`src/rtl/sdram_burst_engine_pkg.sv`:
```
// Shared constants for the SDRAM burst engine: FSM encoding, default widths
// and the Avalon burstcount width.
package sdram_burst_engine_pkg;

    localparam int DATA_W_DEF   = 16;
    localparam int ADDR_W_DEF   = 22;
    localparam int BURSTCOUNT_W = 9;

    localparam logic [2:0] ST_IDLE     = 3'd0;
    localparam logic [2:0] ST_WR_BURST = 3'd1;
    localparam logic [2:0] ST_RD_CMD   = 3'd2;
    localparam logic [2:0] ST_RD_DATA  = 3'd3;
    localparam logic [2:0] ST_DONE     = 3'd4;

endpackage

```
`src/rtl/sdram_burst_engine_if.sv`:
```
// Avalon-MM burst master bundle between the burst engine (master) and the
// SDRAM controller (slave).
interface sdram_burst_engine_if #(
    parameter int DATA_W = 16,
    parameter int ADDR_W = 22
);
    import sdram_burst_engine_pkg::*;

    logic [ADDR_W-1:0]       avm_address;
    logic [BURSTCOUNT_W-1:0] avm_burstcount;
    logic                    avm_write;
    logic [DATA_W-1:0]       avm_writedata;
    logic                    avm_read;
    logic                    avm_waitrequest;
    logic [DATA_W-1:0]       avm_readdata;
    logic                    avm_readdatavalid;

    modport master (
        output avm_address, avm_burstcount, avm_write, avm_writedata, avm_read,
        input  avm_waitrequest, avm_readdata, avm_readdatavalid
    );

    modport slave (
        input  avm_address, avm_burstcount, avm_write, avm_writedata, avm_read,
        output avm_waitrequest, avm_readdata, avm_readdatavalid
    );

endinterface

```
`src/rtl/sdram_ring_ptr.sv`:
```
// Ring-buffer bookkeeping in units of bursts: write/read pointers, fill level
// and the SDRAM word address of the burst each pointer refers to.
module sdram_ring_ptr
    import sdram_burst_engine_pkg::*;
#(
    parameter int  ADDR_W      = ADDR_W_DEF,
    parameter int  BURST_LEN   = 64,
    parameter int  BASE_ADDR   = 0,
    parameter int  RING_BURSTS = 1024,
    localparam int PTR_W       = $clog2(RING_BURSTS),
    localparam int FILL_W      = PTR_W + 1
) (
    input  logic              sdram_clk,
    input  logic              reset,
    input  logic              wr_done,
    input  logic              rd_done,
    output logic              full,
    output logic              empty,
    output logic [ADDR_W-1:0] wr_addr,
    output logic [ADDR_W-1:0] rd_addr,
    output logic [FILL_W-1:0] ring_fill
);

    localparam int OFF_SH = $clog2(BURST_LEN);

    logic [PTR_W-1:0]  wr_ptr_q, wr_ptr_d;
    logic [PTR_W-1:0]  rd_ptr_q, rd_ptr_d;
    logic [FILL_W-1:0] fill_q, fill_d;

    // Pointers wrap naturally because RING_BURSTS is a power of two.
    always_comb begin
        wr_ptr_d = wr_ptr_q + PTR_W'(wr_done);
        rd_ptr_d = rd_ptr_q + PTR_W'(rd_done);
        fill_d   = fill_q;
        if (wr_done && !rd_done) begin
            fill_d = fill_q + FILL_W'(1);
        end else if (rd_done && !wr_done) begin
            fill_d = fill_q - FILL_W'(1);
        end
    end

    always_ff @(posedge sdram_clk or negedge reset) begin
        if (!reset) begin
            wr_ptr_q <= '0;
            rd_ptr_q <= '0;
            fill_q   <= '0;
        end else begin
            wr_ptr_q <= wr_ptr_d;
            rd_ptr_q <= rd_ptr_d;
            fill_q   <= fill_d;
        end
    end

    assign full      = (fill_q == FILL_W'(RING_BURSTS));
    assign empty     = (fill_q == '0);
    assign wr_addr   = ADDR_W'(BASE_ADDR) + (ADDR_W'(wr_ptr_q) << OFF_SH);
    assign rd_addr   = ADDR_W'(BASE_ADDR) + (ADDR_W'(rd_ptr_q) << OFF_SH);
    assign ring_fill = fill_q;

endmodule

```
`src/rtl/sdram_burst_engine.sv`:
```
// Moves fixed-length bursts between the stream FIFOs and an SDRAM ring buffer
// on request of the FIFO coordinator (wr_strobe / rd_strobe).
module sdram_burst_engine
    import sdram_burst_engine_pkg::*;
#(
    parameter int  DATA_W      = DATA_W_DEF,
    parameter int  ADDR_W      = ADDR_W_DEF,
    parameter int  BURST_LEN   = 64,
    parameter int  BASE_ADDR   = 0,
    parameter int  RING_BURSTS = 1024,
    localparam int FILL_W      = $clog2(RING_BURSTS) + 1
) (
    input  logic                 sdram_clk,
    input  logic                 reset,
    input  logic                 wr_strobe,
    input  logic                 rd_strobe,
    output logic                 sd_ready,
    input  logic [DATA_W-1:0]    infifo_q,
    output logic                 infifo_rdreq,
    output logic [DATA_W-1:0]    outfifo_data,
    output logic                 outfifo_wrreq,
    sdram_burst_engine_if.master avm,
    output logic [FILL_W-1:0]    ring_fill,
    output logic                 overflow
);

    localparam int BEAT_W = $clog2(BURST_LEN) + 1;

    logic [2:0]        state_q, state_d;
    logic [BEAT_W-1:0] beat_q, beat_d;
    logic              sd_ready_q, sd_ready_d;
    logic              overflow_q, overflow_d;
    logic              outfifo_wrreq_q, outfifo_wrreq_d;
    logic [DATA_W-1:0] outfifo_data_q, outfifo_data_d;

    logic              wr_accept, last_beat, wr_done, rd_done;
    logic              ring_full, ring_empty;
    logic [ADDR_W-1:0] wr_addr, rd_addr;

    sdram_ring_ptr #(
        .ADDR_W      (ADDR_W),
        .BURST_LEN   (BURST_LEN),
        .BASE_ADDR   (BASE_ADDR),
        .RING_BURSTS (RING_BURSTS)
    ) u_ring_ptr (
        .sdram_clk (sdram_clk),
        .reset     (reset),
        .wr_done   (wr_done),
        .rd_done   (rd_done),
        .full      (ring_full),
        .empty     (ring_empty),
        .wr_addr   (wr_addr),
        .rd_addr   (rd_addr),
        .ring_fill (ring_fill)
    );

    always_comb begin
        wr_accept  = (state_q == ST_WR_BURST) && !avm.avm_waitrequest;
        last_beat  = (beat_q == BEAT_W'(BURST_LEN - 1));
        state_d    = state_q;
        beat_d     = beat_q;
        overflow_d = overflow_q;
        wr_done    = 1'b0;
        rd_done    = 1'b0;
        case (state_q)
            ST_IDLE: begin
                // A simultaneous read request is dropped in favour of the write.
                if (wr_strobe) begin
                    if (ring_full) begin
                        overflow_d = 1'b1;
                        state_d    = ST_DONE;
                    end else begin
                        state_d    = ST_WR_BURST;
                    end
                end else if (rd_strobe) begin
                    state_d = ring_empty ? ST_DONE : ST_RD_CMD;
                end
            end
            ST_WR_BURST: begin
                if (wr_accept) begin
                    if (last_beat) begin
                        beat_d  = '0;
                        wr_done = 1'b1;
                        state_d = ST_DONE;
                    end else begin
                        beat_d  = beat_q + BEAT_W'(1);
                    end
                end
            end
            ST_RD_CMD: begin
                if (!avm.avm_waitrequest) state_d = ST_RD_DATA;
            end
            ST_RD_DATA: begin
                if (avm.avm_readdatavalid) begin
                    if (last_beat) begin
                        beat_d  = '0;
                        rd_done = 1'b1;
                        state_d = ST_DONE;
                    end else begin
                        beat_d  = beat_q + BEAT_W'(1);
                    end
                end
            end
            ST_DONE: state_d = ST_IDLE;
            default: state_d = ST_IDLE;
        endcase

        // Registered so that it drops on the accepting edge and rises one
        // edge after the FSM is back in IDLE.
        sd_ready_d      = (state_q == ST_IDLE) && (state_d == ST_IDLE);
        outfifo_wrreq_d = (state_q == ST_RD_DATA) && avm.avm_readdatavalid;
        outfifo_data_d  = avm.avm_readdatavalid ? avm.avm_readdata : outfifo_data_q;
    end

    always_ff @(posedge sdram_clk or negedge reset) begin
        if (!reset) begin
            state_q         <= ST_IDLE;
            beat_q          <= '0;
            sd_ready_q      <= 1'b1;
            overflow_q      <= 1'b0;
            outfifo_wrreq_q <= 1'b0;
        end else begin
            state_q         <= state_d;
            beat_q          <= beat_d;
            sd_ready_q      <= sd_ready_d;
            overflow_q      <= overflow_d;
            outfifo_wrreq_q <= outfifo_wrreq_d;
        end
    end

    always_ff @(posedge sdram_clk) begin
        outfifo_data_q <= outfifo_data_d;
    end

    assign sd_ready       = sd_ready_q;
    assign overflow       = overflow_q;
    assign outfifo_wrreq  = outfifo_wrreq_q;
    assign outfifo_data   = outfifo_data_q;
    assign infifo_rdreq   = wr_accept;

    assign avm.avm_write      = (state_q == ST_WR_BURST);
    assign avm.avm_read       = (state_q == ST_RD_CMD);
    assign avm.avm_writedata  = infifo_q;
    assign avm.avm_burstcount = BURSTCOUNT_W'(BURST_LEN);
    assign avm.avm_address    = (state_q == ST_WR_BURST) ? wr_addr :
                                (state_q == ST_RD_CMD)   ? rd_addr : '0;

endmodule

```
`src/flat_wrapper.sv`:
```
// flat-port wrapper written by rule: the top's interface ports become plain ports
module sdram_burst_engine_flat import sdram_burst_engine_pkg::*;
#(
    parameter int  DATA_W      = DATA_W_DEF,
    parameter int  ADDR_W      = ADDR_W_DEF,
    parameter int  BURST_LEN   = 64,
    parameter int  BASE_ADDR   = 0,
    parameter int  RING_BURSTS = 1024,
    localparam int FILL_W      = $clog2(RING_BURSTS) + 1
)
  (sdram_clk, reset, wr_strobe, rd_strobe, sd_ready, infifo_q, infifo_rdreq, outfifo_data, outfifo_wrreq, ring_fill, overflow, avm_avm_address, avm_avm_burstcount, avm_avm_write, avm_avm_writedata, avm_avm_read, avm_avm_waitrequest, avm_avm_readdata, avm_avm_readdatavalid);
  sdram_burst_engine_if #(.DATA_W(DATA_W), .ADDR_W(ADDR_W)) avm_i ();
  input  logic sdram_clk;
  input  logic reset;
  input  logic wr_strobe;
  input  logic rd_strobe;
  output logic sd_ready;
  input  logic [DATA_W-1:0] infifo_q;
  output logic infifo_rdreq;
  output logic [DATA_W-1:0] outfifo_data;
  output logic outfifo_wrreq;
  output logic [FILL_W-1:0] ring_fill;
  output logic overflow;
  output wire logic [$bits(avm_i.avm_address)-1:0] avm_avm_address;
  output wire logic [$bits(avm_i.avm_burstcount)-1:0] avm_avm_burstcount;
  output wire logic [$bits(avm_i.avm_write)-1:0] avm_avm_write;
  output wire logic [$bits(avm_i.avm_writedata)-1:0] avm_avm_writedata;
  output wire logic [$bits(avm_i.avm_read)-1:0] avm_avm_read;
  input wire logic [$bits(avm_i.avm_waitrequest)-1:0] avm_avm_waitrequest;
  input wire logic [$bits(avm_i.avm_readdata)-1:0] avm_avm_readdata;
  input wire logic [$bits(avm_i.avm_readdatavalid)-1:0] avm_avm_readdatavalid;
  assign avm_avm_address = avm_i.avm_address;
  assign avm_avm_burstcount = avm_i.avm_burstcount;
  assign avm_avm_write = avm_i.avm_write;
  assign avm_avm_writedata = avm_i.avm_writedata;
  assign avm_avm_read = avm_i.avm_read;
  assign avm_i.avm_waitrequest = avm_avm_waitrequest;
  assign avm_i.avm_readdata = avm_avm_readdata;
  assign avm_i.avm_readdatavalid = avm_avm_readdatavalid;
  sdram_burst_engine #(.DATA_W(DATA_W), .ADDR_W(ADDR_W), .BURST_LEN(BURST_LEN), .BASE_ADDR(BASE_ADDR), .RING_BURSTS(RING_BURSTS)) u_core (.sdram_clk(sdram_clk), .reset(reset), .wr_strobe(wr_strobe), .rd_strobe(rd_strobe), .sd_ready(sd_ready), .infifo_q(infifo_q), .infifo_rdreq(infifo_rdreq), .outfifo_data(outfifo_data), .outfifo_wrreq(outfifo_wrreq), .avm(avm_i), .ring_fill(ring_fill), .overflow(overflow));
endmodule
```
`config.mk`:
```
export PLATFORM = sky130hd
export DESIGN_NAME = sdram_burst_engine_flat
export DESIGN_NICKNAME = d
export VERILOG_FILES = /design/src/rtl/sdram_burst_engine_pkg.sv /design/src/rtl/sdram_burst_engine_if.sv /design/src/rtl/sdram_ring_ptr.sv /design/src/rtl/sdram_burst_engine.sv /design/src/flat_wrapper.sv
export SDC_FILE = /design/constraint.sdc
export NUM_CORES = 1
export LEC_CHECK = 0
export ABC_AREA = 1
export CORE_ASPECT_RATIO = 0.8
export CORE_MARGIN = 2
export CORE_UTILIZATION = 30
export DETAILED_ROUTE_END_ITERATION = 8
export SYNTH_ARGS = -nofsm -noshare
export SYNTH_HDL_FRONTEND = slang
export SYNTH_SLANG_ARGS = --single-unit
```
`constraint.sdc`:
```
create_clock -name sdram_clk -period 6.3 [get_ports sdram_clk]
set_input_delay 1.26 -clock sdram_clk [delete_from_list [all_inputs] [get_ports sdram_clk]]
set_output_delay 1.26 -clock sdram_clk [all_outputs]
set_load 0.005 [all_outputs]
```
==> summary.md <==
| Metric | Value |
|---|---|
| Drt drc | 0 |
| Pwr Density | 299.8 nW/µm² |
| CTS root buf | clkbuf_16 |
| Crit-path slowest cell | clkdlybuf4s50_1 |
| Commonest non-fill, non-tap cell in the layout | nand2_1 |
| Worst path required time | 6.52 ns |
| RSZ-0062 raised after global routing | no |
| Mapped Avg Cell Area | 8.739 µm² |
| Core Area | 10980 µm² |
| Status | finished clean |
| Largest stage delay, worst path | 1.04 ns |
| DR vias | 2624 |
| Gp weighted congestion | 0.8509 |
| Slew headroom | 0.3237 |
| Io pins | 118 |
| Die area | 12260 µm² |
| Global-route wire length before repair | 12230 µm |
| Delay-heaviest family, CP | buffers and inverters |
| Tcrit/Tclk final | 0.6490 |
| CTS tree | done |
| Final Max Tran Viols | 0 |
| GRT Util Overall | 0.1277 |
| Crit path max fanout | 19 |
| Fin. Hold Viols | 0 |
| Final Critical Period | 4.089 ns |
| Yosys warning total | 0 |
| Fillcell total | 1113 |
| Max-cap violations | 0 |
| Via density | 4.403 |
| Pleak | 2.168 nW |
| Num CTS Buffers | 9 |
| DRT Pass-1 Iters | 4 |
| EDFF count, synth | 16 |
| Critical Path AT | 4.30 ns |
| Gr ovfl total | 0 |
| Skew final | 0.005773 ns |
| Register area share after synthesis | 0.4632 |
| Via count of the first global-routing pass | 2610 |
| Sequential cell area | 1583 µm² |
| DR WL/cell | 12.50 µm |
| Cell Area, Placed | 4023 µm² |
| Worst Setup Start Kind | input pin |
| Port bufs | 64 |
| Number of antenna violations at the first check in global routing | 0 |
| Post-Syn Instances | 391 |
| Die width | 123.3 µm |
| HPWL Detailed | 5394 µm |
| FMAX | 244.6 MHz |
| Finished Cell Area | 4362 µm² |
| Clk sinks | 60 |
| Initial DRC Count | 126 |
| Hold Path Class | register to register |
| Worst path buffer plus inverter count | 2 |
| H-tree Lvls | 3 |
| Final net count | 501 |
| Antenna cells | 0 |
| Commonest non-fill, non-tap cells in the layout | nand2_1 (87), clkdlybuf4s50_1 (63), inv_1 (46) |
| Post-CTS sizing | 0 |
| Yosys top cell by area | dfrtp_1 |
| Post-synthesis cell type count | 35 |
| Hold_buf cts | 0 |
| Initial core utilization | 0.3113 |
| Synthesized area | 3417 µm² |
| Largest net degree at the start of global routing | 45 |
| Area share of the largest cell type after synthesis | 0.3149 |
| Top cells by area, synth | dfrtp_1 (31%), edfxtp_1 (14%), nand2_1 (9.6%), buf_4 (8.1%), ha_1 (5.5%) |
| Most common cell on crit path | nand2_1 |
| Share of layout cells above drive strength 1 | 0.07743 |
| Synth Flop Type | dfrtp_1 |
| Final setup violation count | 0 |
| Area of the multi-input gates | 1440 µm² |
| FP Rows | 34 |
| Final ANT Viol Nets | 0 |
| Synth-to-layout area growth | 27.65% |
| Crit-path cells | clkdlybuf4s50_1 > nand3_1 > ha_1 > inv_1 > ha_1 > a21oi_1 > nand2_1 > nand2_1 > nand3_1 > nand2_1 > nand2_1 > nand2_1 > nand2_1 |
| Max VDD drop | 0.0001573 V |
| Setup TNS after final layout | 0 ns |
| Async SR Flop Fraction | 0.7333 |
| Final wirelength | 7450 µm |
| Post-CTS setup buffer count | 0 |
| Post-synthesis register bit count | 60 |
| Clk slew on worst S/H paths | 0.05 ns |
| CTS max path bufs | 2 |
| Skew-Pair Late Insertion Delay | 0.33 ns |
| CP endpoint kind | register |
| DIE HEIGHT | 99.46 µm |
| Critical path class | input pin to register |
| Worst Tran Pin Value | 1.015 ns |
[state kept, by name, summed over array words and instances, names as in the netlist]
register / cells
u_core.outfifo_data: 16
u_core.u_ring_ptr.ring_fill: 11
u_core.u_ring_ptr.rd_ptr_q: 10
u_core.u_ring_ptr.wr_ptr_q: 10
u_core.beat_q: 7
u_core.state_q: 3
u_core.outfifo_wrreq: 1
u_core.overflow: 1
u_core.sd_ready: 1
[layer usage]
metal  GRT usage  wire, µm  vias to the layer above
met4     0.04108        79                        0
li1            -         -                     1314
met2      0.1991      3380                       68
met5           0         0                        -
met1      0.1640      3433                     1230
met3     0.04759       555                       12
[worst paths after layout]
| check | cells after the start | slack [ns] | from | to |
|---|---|---|---|---|
| max in group asynchronous | 1 | 4.56 | reset | u_core.outfifo_wrreq$_DFF_PN0_ |
| worst max register to register | 15 | 3.34 | u_core.beat_q[0]$_DFFE_PN0P_ | u_core.u_ring_ptr.ring_fill[10]$_DFFE_PN0P_ |
| worst min-delay path | 2 | 0.48 | u_core.overflow$_DFFE_PN0P_ | u_core.overflow$_DFFE_PN0P_ |
| min in group asynchronous | 1 | 1.10 | reset | u_core.u_ring_ptr.ring_fill[5]$_DFFE_PN0P_ |
| worst min register to register | 2 | 0.48 | u_core.overflow$_DFFE_PN0P_ | u_core.overflow$_DFFE_PN0P_ |
| worst max-delay path | 13 | 2.21 | avm_avm_readdatavalid | u_core.u_ring_ptr.ring_fill[10]$_DFFE_PN0P_ |
[stage by stage]
step | std cells | utilization | setup slack, ns | power, mW | hold WS (ns)
6_report | 596 | 0.3974 | 2.211 | 1.308 | 0.4770
5_1_grt | 596 | 0.3974 | 1.852 | 1.375 | 0.5100
4_1_cts | 596 | 0.3974 | 2.222 | 1.326 | 0.4859
3_5_place_dp | 580 | 0.3665 | 1.920 | 0.7544 | 0.4734
3_3_place_gp | 580 | 0.3665 | 1.999 | 0.7503 | 0.4566
2_1_floorplan | 410 | - | 3.353 | 0.6368 | 0.4417
[worst register-to-register path, cell delays in order (launching register included)]
cell and delay (ns):
dfrtp_1 0.40, ha_1 0.23, nand3_2 0.15, nor2_4 0.19, nand3_1 0.17, ha_1 0.31
inv_1 0.29, ha_1 0.36, a21oi_1 0.30, nand2_1 0.11, nand2_1 0.08, nand3_1 0.07
nand2_1 0.06, nand2_1 0.04, nand2_1 0.05, nand2_1 0.05
[cell families (layout without fill, tap and decap cells)]
family,after synthesis,in the layout,synth area share
compound gates,33,33,0.05639
xor+xnor,21,21,0.05383
fa+ha+maj,16,16,0.06078
buf+inv,87,129,0.1362
flops,60,60,0.4632
other cells,2,21,0.002198
simple gates,172,172,0.2274
[cell type report]
cell class / count / area share
sequential: 60 / 0.3629
multi-input combinational: 263 / 0.3302
timing repair buffer: 64 / 0.1457
clock buffer: 9 / 0.05164
inverter: 49 / 0.04217
tap: 144 / 0.04131
clock inverter: 7 / 0.02610
[synthesized netlist by cell type (2+ instances only)]
library cell / count
edfxtp_1: 16
buf_4: 37
a22o_1: 2
o21ai_1: 3
nor2_1: 31
dfrtp_1: 43
nand4_1: 5
a21oi_1: 10
nor3_1: 4
inv_1: 46
conb_1: 2
nor2_2: 3
nand2_1: 87
nand3_1: 29
o21ai_0: 10
inv_2: 3
nand2_2: 3
nor2_4: 3
xor2_1: 19
o22ai_1: 5
ha_1: 15
xnor2_1: 2
[where the power goes]
group / internal, mW / switching, mW
sequential: 0.438 / 0.0291
combinational: 0.133 / 0.147
clock: 0.385 / 0.177
Note: power is estimated with default switching activity, not from simulation.
